### src/rtl/cube_link_receiver.sv
// Cube panel link receiver: oversamples the link, deserializes 12 lanes, captures one row frame per latch.
// Define CUBE_RX_GLITCH_FILTER_EN to require two matching samples before accepting serial_clk/latch edges.
module cube_link_receiver #(
   parameter int CHAIN_LEN = 64,
   parameter int CNT_W     = 16
) (
   input  logic                   clk,
   input  logic                   reset,
   input  logic                   serial_clk,
   input  logic                   latch_enable,
   input  logic                   output_enable_n,
   input  logic [3:0]             serial_data_red,
   input  logic [3:0]             serial_data_green,
   input  logic [3:0]             serial_data_blue,
   input  logic [15:0]            row_select_n,
   output logic                   frame_valid,
   input  logic                   frame_ready,
   output logic [4*CHAIN_LEN-1:0] data_red,
   output logic [4*CHAIN_LEN-1:0] data_green,
   output logic [4*CHAIN_LEN-1:0] data_blue,
   output logic [3:0]             row_index,
   output logic [CNT_W-1:0]       on_time,
   output logic                   length_error,
   output logic                   row_error,
   output logic [7:0]             overrun_count
);
   localparam int BC_W = $clog2(CHAIN_LEN) + 2;
   localparam int PW   = 31;
   // Pin bundle: [30:15] row_n, 14 oe_n, 13 latch, 12 sclk, [11:8] blue, [7:4] green, [3:0] red
   localparam logic [PW-1:0] PIN_IDLE = {16'hFFFF, 1'b1, 1'b0, 1'b0, 12'h000};

   typedef enum logic [1:0] {ST_IDLE = 2'd0, ST_SHIFT = 2'd1, ST_CAPTURE = 2'd2} state_t;
   state_t state_q, state_d;

   logic [PW-1:0] pins, sync1_q, sync1_d, sync2_q, sync2_d, sync3_q, sync3_d;
   logic [1:0] prev_q, prev_d, rise;
   logic sclk_rise, latch_rise, capture;
   logic [3:0][CHAIN_LEN-1:0] sr_red_q, sr_red_d, sr_green_q, sr_green_d, sr_blue_q, sr_blue_d;
   logic [BC_W-1:0] bit_cnt_q, bit_cnt_d;
   logic [CNT_W-1:0] on_cnt_q, on_cnt_d;
   logic [15:0] row_low;
   logic [3:0] row_idx;
   logic row_bad;
   logic valid_q, valid_d, len_err_q, len_err_d, row_err_q, row_err_d;
   logic [4*CHAIN_LEN-1:0] red_q, red_d, green_q, green_d, blue_q, blue_d;
   logic [3:0] row_index_q, row_index_d;
   logic [CNT_W-1:0] on_time_q, on_time_d;
   logic [7:0] ovr_q, ovr_d;

   assign pins = {row_select_n, output_enable_n, latch_enable, serial_clk,
                  serial_data_blue, serial_data_green, serial_data_red};

   always_comb begin
      sync1_d = pins;
      sync2_d = sync1_q;
      sync3_d = sync2_q;
      prev_d  = sync3_q[13:12];
   end

`ifdef CUBE_RX_GLITCH_FILTER_EN
   // Filtered level only follows after two equal samples; an edge fires once on that transition.
   logic [1:0] filt_q, filt_d;
   always_comb begin
      filt_d = filt_q;
      for (int i = 0; i < 2; i++) begin
         if (sync3_q[12+i] == prev_q[i]) filt_d[i] = sync3_q[12+i];
      end
   end
   always_ff @(posedge clk or posedge reset) begin
      if (reset) filt_q <= 2'b00;
      else       filt_q <= filt_d;
   end
   assign rise = sync3_q[13:12] & prev_q & ~filt_q;
`else
   assign rise = sync3_q[13:12] & ~prev_q;
`endif

   assign sclk_rise  = rise[0];
   assign latch_rise = rise[1];

   always_ff @(posedge clk or posedge reset) begin
      if (reset) state_q <= ST_IDLE;
      else       state_q <= state_d;
   end

   always_comb begin
      state_d = state_q;
      case (state_q)
         ST_IDLE: begin
            if (latch_rise)     state_d = ST_CAPTURE;
            else if (sclk_rise) state_d = ST_SHIFT;
         end
         ST_SHIFT:   if (latch_rise) state_d = ST_CAPTURE;
         ST_CAPTURE: state_d = ST_IDLE;
         default:    state_d = ST_IDLE;
      endcase
   end

   always_comb begin
      capture = (state_q == ST_CAPTURE);
   end

   // A shift in the same cycle as the latch edge lands before CAPTURE reads the registers.
   always_comb begin
      sr_red_d   = sr_red_q;
      sr_green_d = sr_green_q;
      sr_blue_d  = sr_blue_q;
      bit_cnt_d  = bit_cnt_q;
      on_cnt_d   = on_cnt_q;
      if (sclk_rise) begin
         for (int k = 0; k < 4; k++) begin
            sr_red_d[k]   = {sr_red_q[k][CHAIN_LEN-2:0],   sync3_q[k]};
            sr_green_d[k] = {sr_green_q[k][CHAIN_LEN-2:0], sync3_q[4+k]};
            sr_blue_d[k]  = {sr_blue_q[k][CHAIN_LEN-2:0],  sync3_q[8+k]};
         end
         if (bit_cnt_q != '1) bit_cnt_d = bit_cnt_q + BC_W'(1);
      end
      if (!sync3_q[14] && on_cnt_q != '1) on_cnt_d = on_cnt_q + CNT_W'(1);
      if (capture) begin
         bit_cnt_d = '0;
         on_cnt_d  = '0;
      end
   end

   always_comb begin
      row_low = ~sync3_q[30:15];
      row_idx = 4'd0;
      for (int i = 15; i >= 0; i--) begin
         if (row_low[i]) row_idx = 4'(i);
      end
      row_bad = (row_low == 16'd0) || ((row_low & (row_low - 16'd1)) != 16'd0);
   end

   // Handshake: a frame is held until accepted; captures arriving while held and not accepted are dropped.
   always_comb begin
      valid_d     = valid_q;
      red_d       = red_q;
      green_d     = green_q;
      blue_d      = blue_q;
      row_index_d = row_index_q;
      on_time_d   = on_time_q;
      len_err_d   = len_err_q;
      row_err_d   = row_err_q;
      ovr_d       = ovr_q;
      if (valid_q && frame_ready) valid_d = 1'b0;
      if (capture) begin
         if (!valid_q || frame_ready) begin
            valid_d     = 1'b1;
            red_d       = sr_red_q;
            green_d     = sr_green_q;
            blue_d      = sr_blue_q;
            row_index_d = row_idx;
            on_time_d   = on_cnt_q;
            len_err_d   = (bit_cnt_q != BC_W'(CHAIN_LEN));
            row_err_d   = row_bad;
         end else if (ovr_q != 8'hFF) begin
            ovr_d = ovr_q + 8'd1;
         end
      end
   end

   always_ff @(posedge clk or posedge reset) begin
      if (reset) begin
         sync1_q     <= PIN_IDLE;
         sync2_q     <= PIN_IDLE;
         sync3_q     <= PIN_IDLE;
         prev_q      <= 2'b00;
         sr_red_q    <= '0;
         sr_green_q  <= '0;
         sr_blue_q   <= '0;
         bit_cnt_q   <= '0;
         on_cnt_q    <= '0;
         valid_q     <= 1'b0;
         red_q       <= '0;
         green_q     <= '0;
         blue_q      <= '0;
         row_index_q <= 4'd0;
         on_time_q   <= '0;
         len_err_q   <= 1'b0;
         row_err_q   <= 1'b0;
         ovr_q       <= 8'd0;
      end else begin
         sync1_q     <= sync1_d;
         sync2_q     <= sync2_d;
         sync3_q     <= sync3_d;
         prev_q      <= prev_d;
         sr_red_q    <= sr_red_d;
         sr_green_q  <= sr_green_d;
         sr_blue_q   <= sr_blue_d;
         bit_cnt_q   <= bit_cnt_d;
         on_cnt_q    <= on_cnt_d;
         valid_q     <= valid_d;
         red_q       <= red_d;
         green_q     <= green_d;
         blue_q      <= blue_d;
         row_index_q <= row_index_d;
         on_time_q   <= on_time_d;
         len_err_q   <= len_err_d;
         row_err_q   <= row_err_d;
         ovr_q       <= ovr_d;
      end
   end

   assign frame_valid   = valid_q;
   assign data_red      = red_q;
   assign data_green    = green_q;
   assign data_blue     = blue_q;
   assign row_index     = row_index_q;
   assign on_time       = on_time_q;
   assign length_error  = len_err_q;
   assign row_error     = row_err_q;
   assign overrun_count = ovr_q;
endmodule

### config.mk
export PLATFORM = sky130hd
export DESIGN_NAME = cube_link_receiver
export DESIGN_NICKNAME = d
export VERILOG_FILES = /design/src/rtl/cube_link_receiver.sv
export SDC_FILE = /design/constraint.sdc
export NUM_CORES = 2
export LEC_CHECK = 0
export ABC_AREA = 1
export ABC_CLOCK_PERIOD_IN_PS = 161400
export CORE_MARGIN = 5
export CORE_UTILIZATION = 40
export CTS_BUF_LIST = sky130_fd_sc_hd__clkbuf_4 sky130_fd_sc_hd__clkbuf_8
export DETAILED_ROUTE_END_ITERATION = 8
export PLACE_DENSITY = 0.6
export SLEW_MARGIN = 5
export SYNTH_ARGS = -nofsm -noshare
export SYNTH_HDL_FRONTEND = slang
export SYNTH_SLANG_ARGS = --single-unit
### constraint.sdc
create_clock -name clk -period 161.4 [get_ports clk]
set_clock_uncertainty 0.05 [all_clocks]
set_input_delay 16.14 -clock clk [delete_from_list [all_inputs] [get_ports clk]]
set_output_delay 16.14 -clock clk [all_outputs]
set_load 0.03 [all_outputs]
=== Word level (Yosys, flattened, before mapping) ===
Index checks and enable logic that the tools add are counted.

* Register bits: 1688
* Latch bits: 0
* Memory bits (writable): 0
* Memory bits (read-only): 0
* Bits of input ports: 34
* Output and inout port bits: 799
* Word-level logic and storage cells: 89
* Memories: 0

* Add/subtract/negate cells: 4
* $mul: 0
* Divide/modulo/power cells: 0
* Magnitude comparators: 0
* Eq/ne operators: 8
* Shift operators: 0
* Muxes and demuxes: 28
* Bitwise logic cells: 5
* Reduce and logical (&&, ||, !) cells: 16

{| class="wikitable"
|+ Operator list
! cell !! number
|-
| two-way mux 4 bit || 16
|-
| two-way mux 16 bit || 2
|-
| two-way mux 8 bit || 3
|-
| adder 16 x 1 -> 16 bit, second input constant || 1
|-
| adder 8 x 1 -> 8 bit, second input constant || 2
|-
| AND 16 bit || 1
|-
| zero test 16 bit || 1
|-
| != test 16 bit, second input constant || 1
|-
| != test 8 bit, second input constant || 2
|-
| inverter 16 bit || 1
|-
| nonzero test 16 bit || 1
|-
| subtractor 16 x 1 -> 16 bit, second input constant || 1
|-
| != test 8 x 7 -> 1 bit, second input constant || 1
|-
| two-way mux 2 bit || 3
|-
| AND reduction 2 bit || 3
|-
| nonzero test 2 bit || 3
|-
| case mux 2 bit (2 select lines) || 1
|-
| two-way mux 1 bit || 3
|-
| != test 3 bit, second input constant || 1
|-
| AND reduction 3 bit || 1
|-
| AND 2 bit || 1
|-
| equality test 2 x 1 -> 1 bit, second input constant || 1
|-
| equality test 2 bit, second input constant || 1
|-
| logical AND 1 bit || 2
|-
| other kinds (6) || 8
|}

=== Longest topological paths before layout ===
* Word-level depth: 17
* Mapped depth: 17
* Gate-level depth less buffers: 17

=== Worst setup path before layout ===
Ideal clock, no wire load.

* Path kind: input port to flip-flop
* From: input frame_ready
* To: register row_index_q[1] (netlist: row_index[1])
* Setup time: 0.095 ns
* Arrival time: 17.128 ns
* Required time: 161.255 ns
* Setup slack: 144.127 ns
* Stages: 8
* Buffers on the path: 3
* Path through: nor2_1 > nor2_4 > inv_2 > buf_2 > buf_2 > buf_2 > nand2_1 > o31ai_1

* Longest elaborated chain between the ends: 2

{| class="wikitable"
|+ RTL lines
! item !! line !! text
|-
| from (decl) || 17 || <nowiki>input logic frame_ready,</nowiki>
|-
| logical OR 1 bit || 147 || <nowiki>if (!valid_q || frame_ready) begin</nowiki>
|-
| AND reduction 2 bit (no line) || -- ||
|-
| to (signal assigned) || 196 || <nowiki>row_index_q <= row_index_d;</nowiki>
|-
| to (decl) || 46 || <nowiki>logic [3:0] row_index_q, row_index_d;</nowiki>
|}

Every way passes these cells.
A chain may end at the register's enable or synchronous reset.

=== Worst setup path in the final report ===
* From: input frame_ready
* To: register blue_q[67] (netlist: data_blue[67])

* Longest elaborated chain between the ends: 2

{| class="wikitable"
|+ RTL lines
! item !! line !! text
|-
| logical OR 1 bit || 147 ||
|-
| AND reduction 2 bit (no line) || -- ||
|-
| to (signal assigned) || 195 || <nowiki>blue_q <= blue_d;</nowiki>
|-
| to (decl) || 45 || <nowiki>logic [4*CHAIN_LEN-1:0] red_q, red_d, green_q, green_d, blue_q, blue_d;</nowiki>
|}

Every way passes these cells.

==> metrics.yaml <==
hold_path_class: "register to register"
critical_path.endpoint_type: "register"
max-cap-violations: 0
netSwitchingFraction_pct: 26.1
max_clock_freq_ghz: 0.0470
setup.reg_to_reg.worst_slack_ns: 155.11
regToRegEndpoint: "data_blue[67]$_DFFE_PP0P_"
report.power.total_uw: 958
worst_tran_pin_value_ns: 1.26
initial_antenna_violation_count: 7
hold_depth: 0
cts-resized-gates: 0
relSlewSlack_pct: 15.9
final_max_slew_viol_count: 0
layout.cell_area.non_filler_mm2: 0.0775
clk-insertion-delay-late_ns: 0.97
setup_repair_after_global_routing_missed_its_margin: "no"
die_w_um: 403
cellInternalPower_uw: 707
hold_violation_total_from_the_final_report: 0
start_util_pct: 40.2
synthesis_to_layout_area_growth_pct: 25.6
post_route_cells_drive_above_1_share_pct: 8.56
postSynthCellCount: 6190
core-area_mm2: 0.154
vias: 43566
route.antenna.remaining_nets: 0
worstHoldEndpoint: "sync2_q[9]$_DFF_PP0_"
critPathKind: "input port to register"
wire_length_of_the_first_global_routing_pass_um: 253000
rr_startpoint: "state_q[1]$_DFFE_PP0P_"
clockBufferDepth: 4
post_cts.repair.setup_buffers: 0
result_of_the_run: "complete, no violations"
numPortBuffers: 832
power-per-cell-area_mw_per_mm2: 12.3
vdd.ir_drop.worst_mv: 0.00786
cp-start-kind: "input port"
cp_max_fo: 188
iteration_count_of_the_initial_detailed_routing_pass: 6
post-route-worst-setup-slack_ns: 140.11
cts-hold-fix-buffers: 0
synth.yosys.seq_area_share_pct: 68.5
layout.nets: 7061
crit_required_ns: 162.15
share_comb_of_total_power_pct: 10.1
critical_path_arrival_ns: 22.04
synth_enable_flop_cells: 0
postPlaceCellArea_mm2: 0.0715
place_worst_setup_slack_ns: 139.15
detail_route.wl_per_cell_um: 17.3
finalCritPeriodShare_pct: 13.2
ios: 833
synthesis.area_mm2: 0.0617
detailedPlacementHpwl_um: 108000
timing.hold.worst.start: "sync1_q[9]$_DFF_PP0_"
remaining_drc_errors: 0
total_gr_overflow: 0
finalWorstPathRequiredPeriod_ns: 21.29
floorplan.rows: 144
cellLeakagePower_nw: 33.8
largest_net_degree_at_the_start_of_global_routing: 279
clock_tree.htree_level_count: 5
cts_inserted_buffers: 300
clock_slew_at_the_register_clock_pins_of_the_worst_setup_and_hold_paths_ns: 0.06
cts_tree: "built"
number_of_global_route_vias_before_repair: 43470
flop_pwr_share_pct: 48.2
ff2ff_path_depth: 10
setup_violations: 0
synth.net_count: 6228
floorplan_die_area_mm2: 0.162
drt_iter0_markers: 3250
cts-root-buf: "sky130_fd_sc_hd__clkbuf_8"
ys_ff_latch: 1688
synth_top_flop_cell: "sky130_fd_sc_hd__dfrtp_1"
async_reset_ff_share_pct: 100
grt_util_all_layers_pct: 19.5
yosysWarnings: 0
ys_types: 36
switching_power_uw: 250
clock_sink_count: 1688
chipHeight_um: 403
drt-total-wl_um: 160000
place_congestion: 0.834
tns_ns: 0
power.clock.fraction_pct: 41.8
mean_instance_size_in_the_synthesized_netlist_um2: 9.98
viasPerCell: 4.70
metrics by stage:
step | instances | hold WS (ns) | util [%]
2_1_floorplan | 6190 | 0.281 | -
3_3_place_gp | 8765 | 0.284 | 46.5
3_5_place_dp | 8765 | 0.285 | 46.5
4_1_cts | 9263 | 0.258 | 50.5
5_1_grt | 9264 | 0.285 | 50.5
6_report | 9266 | 0.275 | 50.5
logic make-up (layout without fill, tap and decap cells):
group	count (synthesis)	after routing	share of synthesized area [%]
AOI/OAI and AO/OA	1598	1598	13.0
xor gates and xnor gates	10	10	0.142
adders and majority gates	4	4	0.0811
buffers and inverters	1165	2194	7.53
DFF	1688	1688	68.5
other	0	3	0
and+or+nand+nor	1725	1725	10.7
cell usage in the layout (no fill, tap or decap), drive strengths merged, types with 4 or more instances in the layout:
cell type	n
ha	4
dfrtp	1637
o21ai	1568
nor2	31
a21oi	16
xor2	8
nand3	20
clkinvlp	11
inv	822
clkdlybuf4s50	832
nor3	17
nand4	9
nor4	4
nand2	1641
buf	45
dfstp	51
clkinv	8
clkbuf	474
synthesized netlist by cell type (8+ instances only):
library cell	count	area share (%)
sky130_fd_sc_hd__nand2_1	1639	10
sky130_fd_sc_hd__dfrtp_1	1637	66
sky130_fd_sc_hd__o21ai_0	1152	9.3
sky130_fd_sc_hd__inv_1	812	4.9
sky130_fd_sc_hd__o21ai_1	414	3.4
sky130_fd_sc_hd__buf_2	219	1.8
sky130_fd_sc_hd__clkbuf_1	126	0.77
sky130_fd_sc_hd__dfstp_2	51	2.2
sky130_fd_sc_hd__nor2_1	27	0.16
sky130_fd_sc_hd__nand3_1	20	0.16
sky130_fd_sc_hd__a21oi_1	16	0.13
sky130_fd_sc_hd__nor3_1	14	0.11
sky130_fd_sc_hd__nand4_1	9	0.091
sky130_fd_sc_hd__xor2_1	8	0.11
layer usage:
metal	up-vias	part of all wire, %	global-route usage, %
met5	-	0.0081	0
met4	2	3.7	7.53
li1	21165	-	-
met2	1028	46	30.3
met1	21049	43	25.4
met3	322	7.8	6.69
worst max-delay path by stage:
stage,from,to,slack [ns],cells past startpoint
3_3_place_gp,frame_ready,data_blue[168]$_DFFE_PP0P_,139.21,11
5_1_grt,frame_ready,data_blue[246]$_DFFE_PP0P_,139.53,11
2_1_floorplan,reset,bit_cnt_q[0]$_DFFE_PP0P_,97.65,1
3_5_place_dp,frame_ready,data_blue[167]$_DFFE_PP0P_,139.15,11
4_1_cts,frame_ready,data_blue[244]$_DFFE_PP0P_,140.12,11
6_report,frame_ready,data_blue[67]$_DFFE_PP0P_,140.11,11
area by class of cell:
| class | instances | area (um^2) |
|---|---|---|
| fillers | 14096 | 76100 |
| flip-flops and latches | 1688 | 42300 |
| multi-input cells | 3337 | 14800 |
| repair buffers | 877 | 8740 |
| clock buffers | 474 | 5840 |
| inverters | 819 | 3090 |
| well taps | 2044 | 2560 |
| clock inverters | 24 | 211 |
| diodes | 3 | 7.51 |
worst max-delay path: stages:
cell and delay [ns]:
sky130_fd_sc_hd__clkdlybuf4s50_1 0.41, sky130_fd_sc_hd__nor2_1 0.23, sky130_fd_sc_hd__nor2_4 0.12, sky130_fd_sc_hd__inv_8 0.59
sky130_fd_sc_hd__buf_4 0.86, sky130_fd_sc_hd__buf_4 0.75, sky130_fd_sc_hd__buf_4 0.82, sky130_fd_sc_hd__buf_4 0.68
sky130_fd_sc_hd__buf_4 0.97, sky130_fd_sc_hd__nand2_1 0.12, sky130_fd_sc_hd__o21ai_1 0.12
power by group through the flow:
stage / combinational, mW / clock, mW / sequential (mW)
finish: 0.0962 / 0.400 / 0.461
global route: 0.107 / 0.433 / 0.464
detailed placement: 0.0979 / 0 / 0.468
CTS: 0.0983 / 0.413 / 0.462
global placement: 0.0969 / 0 / 0.468
floorplan: 0.0366 / 0 / 0.488
registers in the layout, summed over array words and instances (netlist names), 2 cells and up:
name and flops:
data_blue 256, data_green 256, data_red 256, sr_blue_q 256, sr_green_q 256, sr_red_q 256, sync1_q 31, sync2_q 31
sync3_q 31, on_cnt_q 16, on_time 16, bit_cnt_q 8, overrun_count 8, row_index 4, prev_q 2, state_q 2
Note: power is estimated with default switching activity, not from simulation.
